### config.mk
export PLATFORM = sky130hd
export DESIGN_NAME = fmul_param
export DESIGN_NICKNAME = d
export VERILOG_FILES = /design/src/rtl/fmul_param.sv
export SDC_FILE = /design/constraint.sdc
export NUM_CORES = 2
export LEC_CHECK = 0
export CAP_MARGIN = 20
export CELL_PAD_IN_SITES_DETAIL_PLACEMENT = 2
export CELL_PAD_IN_SITES_GLOBAL_PLACEMENT = 2
export CORE_MARGIN = 2
export CORE_UTILIZATION = 47
export CTS_CLUSTER_DIAMETER = 80
export DETAILED_ROUTE_END_ITERATION = 10
export DONT_BUFFER_PORTS = 1
export PLACE_DENSITY_LB_ADDON = 0.1
export RECOVER_POWER = 50
export SYNTH_ARGS = -nofsm -noshare
export SYNTH_HDL_FRONTEND = slang
export SYNTH_SLANG_ARGS = --single-unit
### constraint.sdc
create_clock -name clk -period 15 [get_ports clk]
set_input_delay 2.25 -clock clk [delete_from_list [all_inputs] [get_ports clk]]
set_output_delay 2.25 -clock clk [all_outputs]
set_load 0.01 [all_outputs]
### src/rtl/fmul_param.sv
// Parametrised IEEE-754 multiplier with valid/ready handshakes. One operation
// is in flight at a time. The FSM walks it through unpack, special-case
// screening, subnormal normalisation, multiply, underflow alignment, rounding
// and packing. The result is then held until the consumer takes it.
module fmul_param #(
  parameter int EXP_W = 8,
  parameter int MAN_W = 23
) (
  input  logic                 clk,
  input  logic                 rst,
  input  logic [EXP_W+MAN_W:0] a,
  input  logic [EXP_W+MAN_W:0] b,
  input  logic [1:0]           rm,
  input  logic                 in_valid,
  output logic                 in_ready,
  output logic [EXP_W+MAN_W:0] z,
  output logic [3:0]           flags,
  output logic                 out_valid,
  input  logic                 out_ready
);

  localparam int W    = 1 + EXP_W + MAN_W;
  localparam int M    = MAN_W + 1;         // mantissa including hidden bit
  localparam int EW   = EXP_W + 2;         // signed exponent width, never wraps
  localparam int PW   = 2 * M;
  localparam int BIAS = (1 << (EXP_W - 1)) - 1;
  localparam int CW   = $clog2(MAN_W + 4);

  localparam logic signed [EW-1:0] BIAS_E  = EW'(BIAS);
  localparam logic signed [EW-1:0] EMAX_E  = EW'(BIAS + 1);   // field all ones
  localparam logic signed [EW-1:0] EZERO_E = EW'(-BIAS);      // field zero
  localparam logic signed [EW-1:0] EMIN_E  = EW'(1 - BIAS);
  localparam logic signed [EW-1:0] ONE_E   = EW'(1);
  localparam logic [CW-1:0]        SH_MAX  = CW'(MAN_W + 3);

  localparam logic [1:0] RM_RNE = 2'b00;
  localparam logic [1:0] RM_RTZ = 2'b01;
  localparam logic [1:0] RM_RUP = 2'b10;
  localparam logic [1:0] RM_RDN = 2'b11;

  typedef enum logic [3:0] {
    S_IDLE, S_UNPACK, S_SPECIAL, S_NORM, S_MULT,
    S_ALIGN, S_ROUND, S_PACK, S_OUT
  } state_t;

  state_t state_q, state_d;

  logic [W-1:0]           a_q, a_d, b_q, b_d, z_q, z_d;
  logic [1:0]             rm_q, rm_d;
  logic [3:0]             flags_q, flags_d;
  logic                   sa_q, sa_d, sb_q, sb_d, zs_q, zs_d;
  logic signed [EW-1:0]   ea_q, ea_d, eb_q, eb_d, ze_q, ze_d;
  logic [MAN_W-1:0]       fa_q, fa_d, fb_q, fb_d;
  logic [M-1:0]           ma_q, ma_d, mb_q, mb_d, zm_q, zm_d;
  logic                   g_q, g_d, r_q, r_d, s_q, s_d, nx_q, nx_d;
  logic [CW-1:0]          cnt_q, cnt_d;

  logic [PW-1:0]          prod, prod_n;
  logic [M:0]             sum;
  logic                   inc, ovf_max;
  logic                   a_nan, b_nan, a_inf, b_inf, a_zero, b_zero, a_sub, b_sub;

  assign a_nan  = (ea_q == EMAX_E) && (fa_q != '0);
  assign b_nan  = (eb_q == EMAX_E) && (fb_q != '0);
  assign a_inf  = (ea_q == EMAX_E) && (fa_q == '0);
  assign b_inf  = (eb_q == EMAX_E) && (fb_q == '0);
  assign a_sub  = (ea_q == EZERO_E);
  assign b_sub  = (eb_q == EZERO_E);
  assign a_zero = a_sub && (fa_q == '0);
  assign b_zero = b_sub && (fb_q == '0);

  assign prod = PW'(ma_q) * PW'(mb_q);
  assign sum  = {1'b0, zm_q} + {{M{1'b0}}, 1'b1};

  assign in_ready  = (state_q == S_IDLE);
  assign out_valid = (state_q == S_OUT);
  assign z         = z_q;
  assign flags     = flags_q;

  // Next-state and datapath update for every FSM state.
  always_comb begin
    state_d = state_q;
    a_d = a_q;   b_d = b_q;   rm_d = rm_q;
    sa_d = sa_q; sb_d = sb_q; ea_d = ea_q; eb_d = eb_q;
    fa_d = fa_q; fb_d = fb_q; ma_d = ma_q; mb_d = mb_q;
    zs_d = zs_q; ze_d = ze_q; zm_d = zm_q;
    g_d = g_q;   r_d = r_q;   s_d = s_q;   nx_d = nx_q;
    cnt_d = cnt_q;
    z_d = z_q;   flags_d = flags_q;
    prod_n = prod;
    inc = 1'b0;
    ovf_max = 1'b0;

    case (state_q)
      S_IDLE: begin
        if (in_valid) begin
          a_d = a; b_d = b; rm_d = rm;
          state_d = S_UNPACK;
        end
      end

      S_UNPACK: begin
        sa_d = a_q[W-1];
        sb_d = b_q[W-1];
        ea_d = $signed({2'b00, a_q[W-2:MAN_W]}) - BIAS_E;
        eb_d = $signed({2'b00, b_q[W-2:MAN_W]}) - BIAS_E;
        fa_d = a_q[MAN_W-1:0];
        fb_d = b_q[MAN_W-1:0];
        state_d = S_SPECIAL;
      end

      S_SPECIAL: begin
        zs_d = sa_q ^ sb_q;
        if (a_nan || b_nan || (a_inf && b_zero) || (b_inf && a_zero)) begin
          z_d = {1'b1, {EXP_W{1'b1}}, 1'b1, {(MAN_W-1){1'b0}}};
          flags_d = 4'b1000;
          state_d = S_OUT;
        end else if (a_inf || b_inf) begin
          z_d = {sa_q ^ sb_q, {EXP_W{1'b1}}, {MAN_W{1'b0}}};
          flags_d = 4'b0000;
          state_d = S_OUT;
        end else if (a_zero || b_zero) begin
          z_d = {sa_q ^ sb_q, {(W-1){1'b0}}};
          flags_d = 4'b0000;
          state_d = S_OUT;
        end else begin
          ma_d = {~a_sub, fa_q};
          mb_d = {~b_sub, fb_q};
          ea_d = a_sub ? EMIN_E : ea_q;
          eb_d = b_sub ? EMIN_E : eb_q;
          state_d = S_NORM;
        end
      end

      S_NORM: begin
        if (ma_q[M-1] && mb_q[M-1]) begin
          state_d = S_MULT;
        end else begin
          if (!ma_q[M-1]) begin
            ma_d = {ma_q[M-2:0], 1'b0};
            ea_d = ea_q - ONE_E;
          end
          if (!mb_q[M-1]) begin
            mb_d = {mb_q[M-2:0], 1'b0};
            eb_d = eb_q - ONE_E;
          end
        end
      end

      // A product below 2 is renormalised here so the common case costs no
      // extra ALIGN cycle; the shift is exact because it is taken from the
      // full product before guard/round/sticky are formed.
      S_MULT: begin
        if (prod[PW-1]) begin
          prod_n = prod;
          ze_d   = ea_q + eb_q + ONE_E;
        end else begin
          prod_n = {prod[PW-2:0], 1'b0};
          ze_d   = ea_q + eb_q;
        end
        zm_d  = prod_n[PW-1:M];
        g_d   = prod_n[M-1];
        r_d   = prod_n[M-2];
        s_d   = |prod_n[M-3:0];
        cnt_d = '0;
        state_d = S_ALIGN;
      end

      S_ALIGN: begin
        if ((ze_q < EMIN_E) && (cnt_q < SH_MAX)) begin
          zm_d  = {1'b0, zm_q[M-1:1]};
          g_d   = zm_q[0];
          r_d   = g_q;
          s_d   = s_q | r_q;
          ze_d  = ze_q + ONE_E;
          cnt_d = cnt_q + 1'b1;
        end else begin
          state_d = S_ROUND;
        end
      end

      S_ROUND: begin
        case (rm_q)
          RM_RNE:  inc = g_q & (r_q | s_q | zm_q[0]);
          RM_RUP:  inc = ~zs_q & (g_q | r_q | s_q);
          RM_RDN:  inc = zs_q & (g_q | r_q | s_q);
          default: inc = 1'b0;
        endcase
        if (inc) begin
          if (sum[M]) begin
            zm_d = sum[M:1];
            ze_d = ze_q + ONE_E;
          end else begin
            zm_d = sum[M-1:0];
          end
        end
        nx_d = g_q | r_q | s_q;
        state_d = S_PACK;
      end

      S_PACK: begin
        ovf_max = (rm_q == RM_RTZ) || ((rm_q == RM_RUP) && zs_q) ||
                  ((rm_q == RM_RDN) && !zs_q);
        if (ze_q > BIAS_E) begin
          z_d = ovf_max ? {zs_q, {(EXP_W-1){1'b1}}, 1'b0, {MAN_W{1'b1}}}
                        : {zs_q, {EXP_W{1'b1}}, {MAN_W{1'b0}}};
          flags_d = 4'b0101;
        end else if (!zm_q[M-1]) begin
          z_d = {zs_q, {EXP_W{1'b0}}, zm_q[MAN_W-1:0]};
          flags_d = {2'b00, nx_q, nx_q};
        end else begin
          z_d = {zs_q, EXP_W'(ze_q + BIAS_E), zm_q[MAN_W-1:0]};
          flags_d = {3'b000, nx_q};
        end
        state_d = S_OUT;
      end

      S_OUT: begin
        if (out_ready) state_d = S_IDLE;
      end

      default: state_d = S_IDLE;
    endcase
  end

  // Control state and the visible result, cleared by reset.
  always_ff @(posedge clk or negedge rst) begin
    if (!rst) begin
      state_q <= S_IDLE;
      z_q     <= '0;
      flags_q <= '0;
    end else begin
      state_q <= state_d;
      z_q     <= z_d;
      flags_q <= flags_d;
    end
  end

  // Working datapath registers; contents are don't-care until loaded.
  always_ff @(posedge clk) begin
    a_q  <= a_d;  b_q  <= b_d;  rm_q <= rm_d;
    sa_q <= sa_d; sb_q <= sb_d; ea_q <= ea_d; eb_q <= eb_d;
    fa_q <= fa_d; fb_q <= fb_d; ma_q <= ma_d; mb_q <= mb_d;
    zs_q <= zs_d; ze_q <= ze_d; zm_q <= zm_d;
    g_q  <= g_d;  r_q  <= r_d;  s_q  <= s_d;  nx_q <= nx_d;
    cnt_q <= cnt_d;
  end

endmodule

==> summary.md <==
| Metric | Value |
|---|---|
| Clock skew | 0.0301 ns |
| Ys async rst share | 15.0% |
| Final period utilization | between 60% and 70% |
| Vias/cell | around 6.0 |
| Most used DFF post-synth | edfxtp_1 |
| Relative slew slack | -146% |
| Most used cell along the critical path | fa_1 |
| Placement Setup Slack | 5.87 ns |
| GRT met3 Usage | 4.03% |
| IO Pins | 108 |
| Final core utilization | 50.5% |
| Nets | 3979 |
| Share of layout cells above drive strength 1 | between 3 and 4% |
| Placeable Area | 0.0669 mm^2 |
| Hold Crit Class | flip-flop to flip-flop |
| Worst Slack Setup Final | 4.63 ns |
| Failing checks | capacitance limit, slew limit |
| RSZ-0062 raised after global routing | false |
| GRT Max-Usage Layer | met2 |
| Synth Cell Area | 0.0317 mm^2 |
| Tot GR Track Use | around 34% |
| Yosys warns | 0 |
| Number of synthesized flops with an enable pin | 226 |
| Final Critical Period | a little over 10 ns |
| CTS tree | built |
| Yosys reg bits | 266 |
| Drt drc | 0 |
| DIE WIDTH | roughly 260 um |
| Main area contributors after synthesis | fa_1 (31%), edfxtp_1 (21%), ha_1 (7.7%) |
| MaxCap Viol Count | 4 |
| CP max stage cell | clkbuf_1 |
| Maximum clock path buffer count | 3 |
| Fmax | roughly 0.096 GHz |
| Post-CTS Resized | 0 |
| Setup-failing EPs final | 0 |
| Crit path largest cell delay | 1.69 ns |
| Buffers on Ports | 0 |
| Synth top area share | slightly above 30% |
| WS Path Type | flip-flop to flip-flop |
| Root buf cell | clkbuf_16 |
| Syn_area_per_cell | around 9.6 um^2 |
| Post-CTS Setup Bufs | 0 |
| Largest net degree at the start of global routing | 71 |
| Total Die Area | 0.0695 mm^2 |
| CP Buf/Inv Count | 5 |
| Num CTS Buffers | 29 |
| CP max FO | 36 |
| Sequential-to-total area share from yosys stat | 24.6% |
| Initial Util | roughly 47% |
| DR vias | roughly 25000 |
| Worst-Margin Slew | 3.69 ns |
| Row count | 95 |
| TritonRoute pass-1 iters | 5 |
| Wire length per cell | 29.6 um |
| R2R Setup Slk | about 4.6 ns |
| Most frequent cell after synthesis | inv_1 |
| CP Cell Sequence | clkbuf_1 > and2_1 > fa_1 > inv_1 > fa_1 > inv_1 > fa_1 > fa_1 > fa_1 > inv_1 > fa_1 > fa_1 > inv_1 > ha_1 > a21oi_1 > o21ai_0 > a211oi_1 > o211a_1 > a21o_1 > o41a_1 > nand2_1 > nand2_1 > o221ai_1 |
| Arr. time, crit path | 10.69 ns |
| Starting DRT DRC Count | roughly 1500 |
| Htree depth | 1 |
| P&R area growth vs syn | 6.70% |
| Global-route wire length before repair | between 150 and 200 mm |
| Number of cells produced by synthesis | 3313 |
| Final ANT Viol Nets | 0 |
| Final max-slew violation count | 207 |
| Count of cell types in the netlist | 65 |
| Reg clk slew, reported paths | approximately 0.07 ns |
| Dpl hpwl | 87.5 mm |
| Setup_tns | 0 ns |
| CP Data Required Time | approximately 15 ns |
| Initial antenna violation count | 9 |
| Final Wtd Congestion | 0.877 |
| Status | complete, but fails checks |
| Clk sinks | 266 |
| Clk Latency, worst-skew pair | between 0.6 and 0.7 ns |
| Crit. End Element | flip-flop |
| Die height | 264 um |
| M1 GR Usage | 36.8% |
| GRT overflow | 0 |
| Startpoint Class | flip-flop |
| Grt met2 use | 64.1% |
| Final WL | 122 mm |
| Hold_buf cts | 0 |
| Syn Nets | 4061 |
| Post-synth top area cell | fa_1 |
| CP top delay family | adder cells |
| Number of global-route vias before repair | 29400 |
| Final Hold Violating Endpoints | 0 |
| Synth cell count leaders | inv_1 (556), nand2_1 (527), fa_1 (483) |
[stage by stage]
| step | cell area [um^2] | hold slack [ns] | cells |
|---|---|---|---|
| 2_1_floorplan | 31700 | 0.400 | 3313 |
| 3_3_place_gp | 32500 | 0.404 | 4059 |
| 3_5_place_dp | 32500 | 0.407 | 4060 |
| 4_1_cts | 33500 | 0.426 | 4113 |
| 5_1_grt | 33800 | 0.430 | 4134 |
| 6_report | 33800 | 0.424 | 4134 |
[routing by layer]
layer / vias up / part of all wire, %
li1: 10300 / -
met1: 13000 / 35
met2: 913 / 53
met3: 415 / 4.6
met4: 2 / 6.8
met5: - / 0.012
[cell usage in the layout (no fill, tap or decap), drive strengths merged, types with 8 or more instances in the layout]
cell    netlist  routed
a211oi       14      14
a21o         17      17
a21oi       107     107
a22oi        12      12
a31oi         8       8
and2        270     270
and3         20      20
buf          10      51
clkbuf      159      36
clkinv        1      14
dfrtp        40      40
diode         0       8
edfxtp      226     226
fa          483     483
ha          195     195
inv         556     558
mux2i        19      19
nand2       527     527
nand2b        9       9
nand3        58      58
nand3b       47      47
nand4        20      20
nor2        108     108
nor2b        11      11
nor3         34      34
nor4         16      16
o211ai       12      12
o21ai        99      99
o21bai       14      14
o22ai        13      13
or3          11      11
xnor2        69      69
xor2         51      51
[logic make-up (layout without fill, tap and decap cells)]
| group | after synthesis | count (layout) | share of synthesized area (%) |
|---|---|---|---|
| AND/OR/NAND/NOR | 1153 | 1153 | 17.7 |
| flip-flops | 266 | 266 | 24.6 |
| XOR/XNOR | 120 | 120 | 3.32 |
| buffers and inverters | 726 | 666 | 8.62 |
| multiplexers | 20 | 20 | 0.636 |
| other | 0 | 8 | 0 |
| AO/OA/AOI/OAI | 350 | 350 | 6.89 |
| adder cells (fa/ha/maj) | 678 | 678 | 38.2 |
[worst register-to-register path, cell delays in order, from the launching register on]
cell      delay, ns
edfxtp_1       0.65
clkbuf_1       1.69
and2_1         0.43
fa_1           0.50
inv_1          0.12
fa_1           0.45
inv_1          0.10
fa_1           0.49
fa_1           0.48
fa_1           0.50
inv_1          0.05
fa_1           0.45
fa_1           0.50
inv_1          0.06
ha_1           0.41
a21oi_1        0.19
o21ai_0        0.14
a211oi_1       0.25
o211a_1        0.18
a21o_1         0.34
o41a_1         0.64
nand2_1        0.78
nand2_1        0.50
o221ai_1       0.20
[cell type report]
type	count	area, um^2
repair buffers	56	657
inverters	557	2090
clock buffers	31	733
multi-input cells	2321	21200
diodes	8	20.0
clock inverters	22	208
flip-flops and latches	266	7790
fillers	6955	33100
well taps	873	1090
[path summary, 6_finish.rpt]
check,start,end,cells after the start
setup / recovery,mb_q[23],zm_q[14],23
hold / removal,b_q[17],fb_q[17],0
setup reg to reg,mb_q[23],zm_q[14],23
hold reg to reg,b_q[17],fb_q[17],0
max in group asynchronous,rst,z[8],0
min in group asynchronous,rst,z[2],0
[flip-flops by register name (all words and copies together) (netlist names), 5 cells and up]
name	count
z	32
eb_q	10
ea_q	10
fb_q	23
mb_q	24
a_q	32
ma_q	24
b_q	32
ze_q	10
zm_q	24
cnt_q	5
fa_q	23
Power is not shown: default switching activity piles up to over one toggle a cycle in this logic, so the estimate is an artifact.
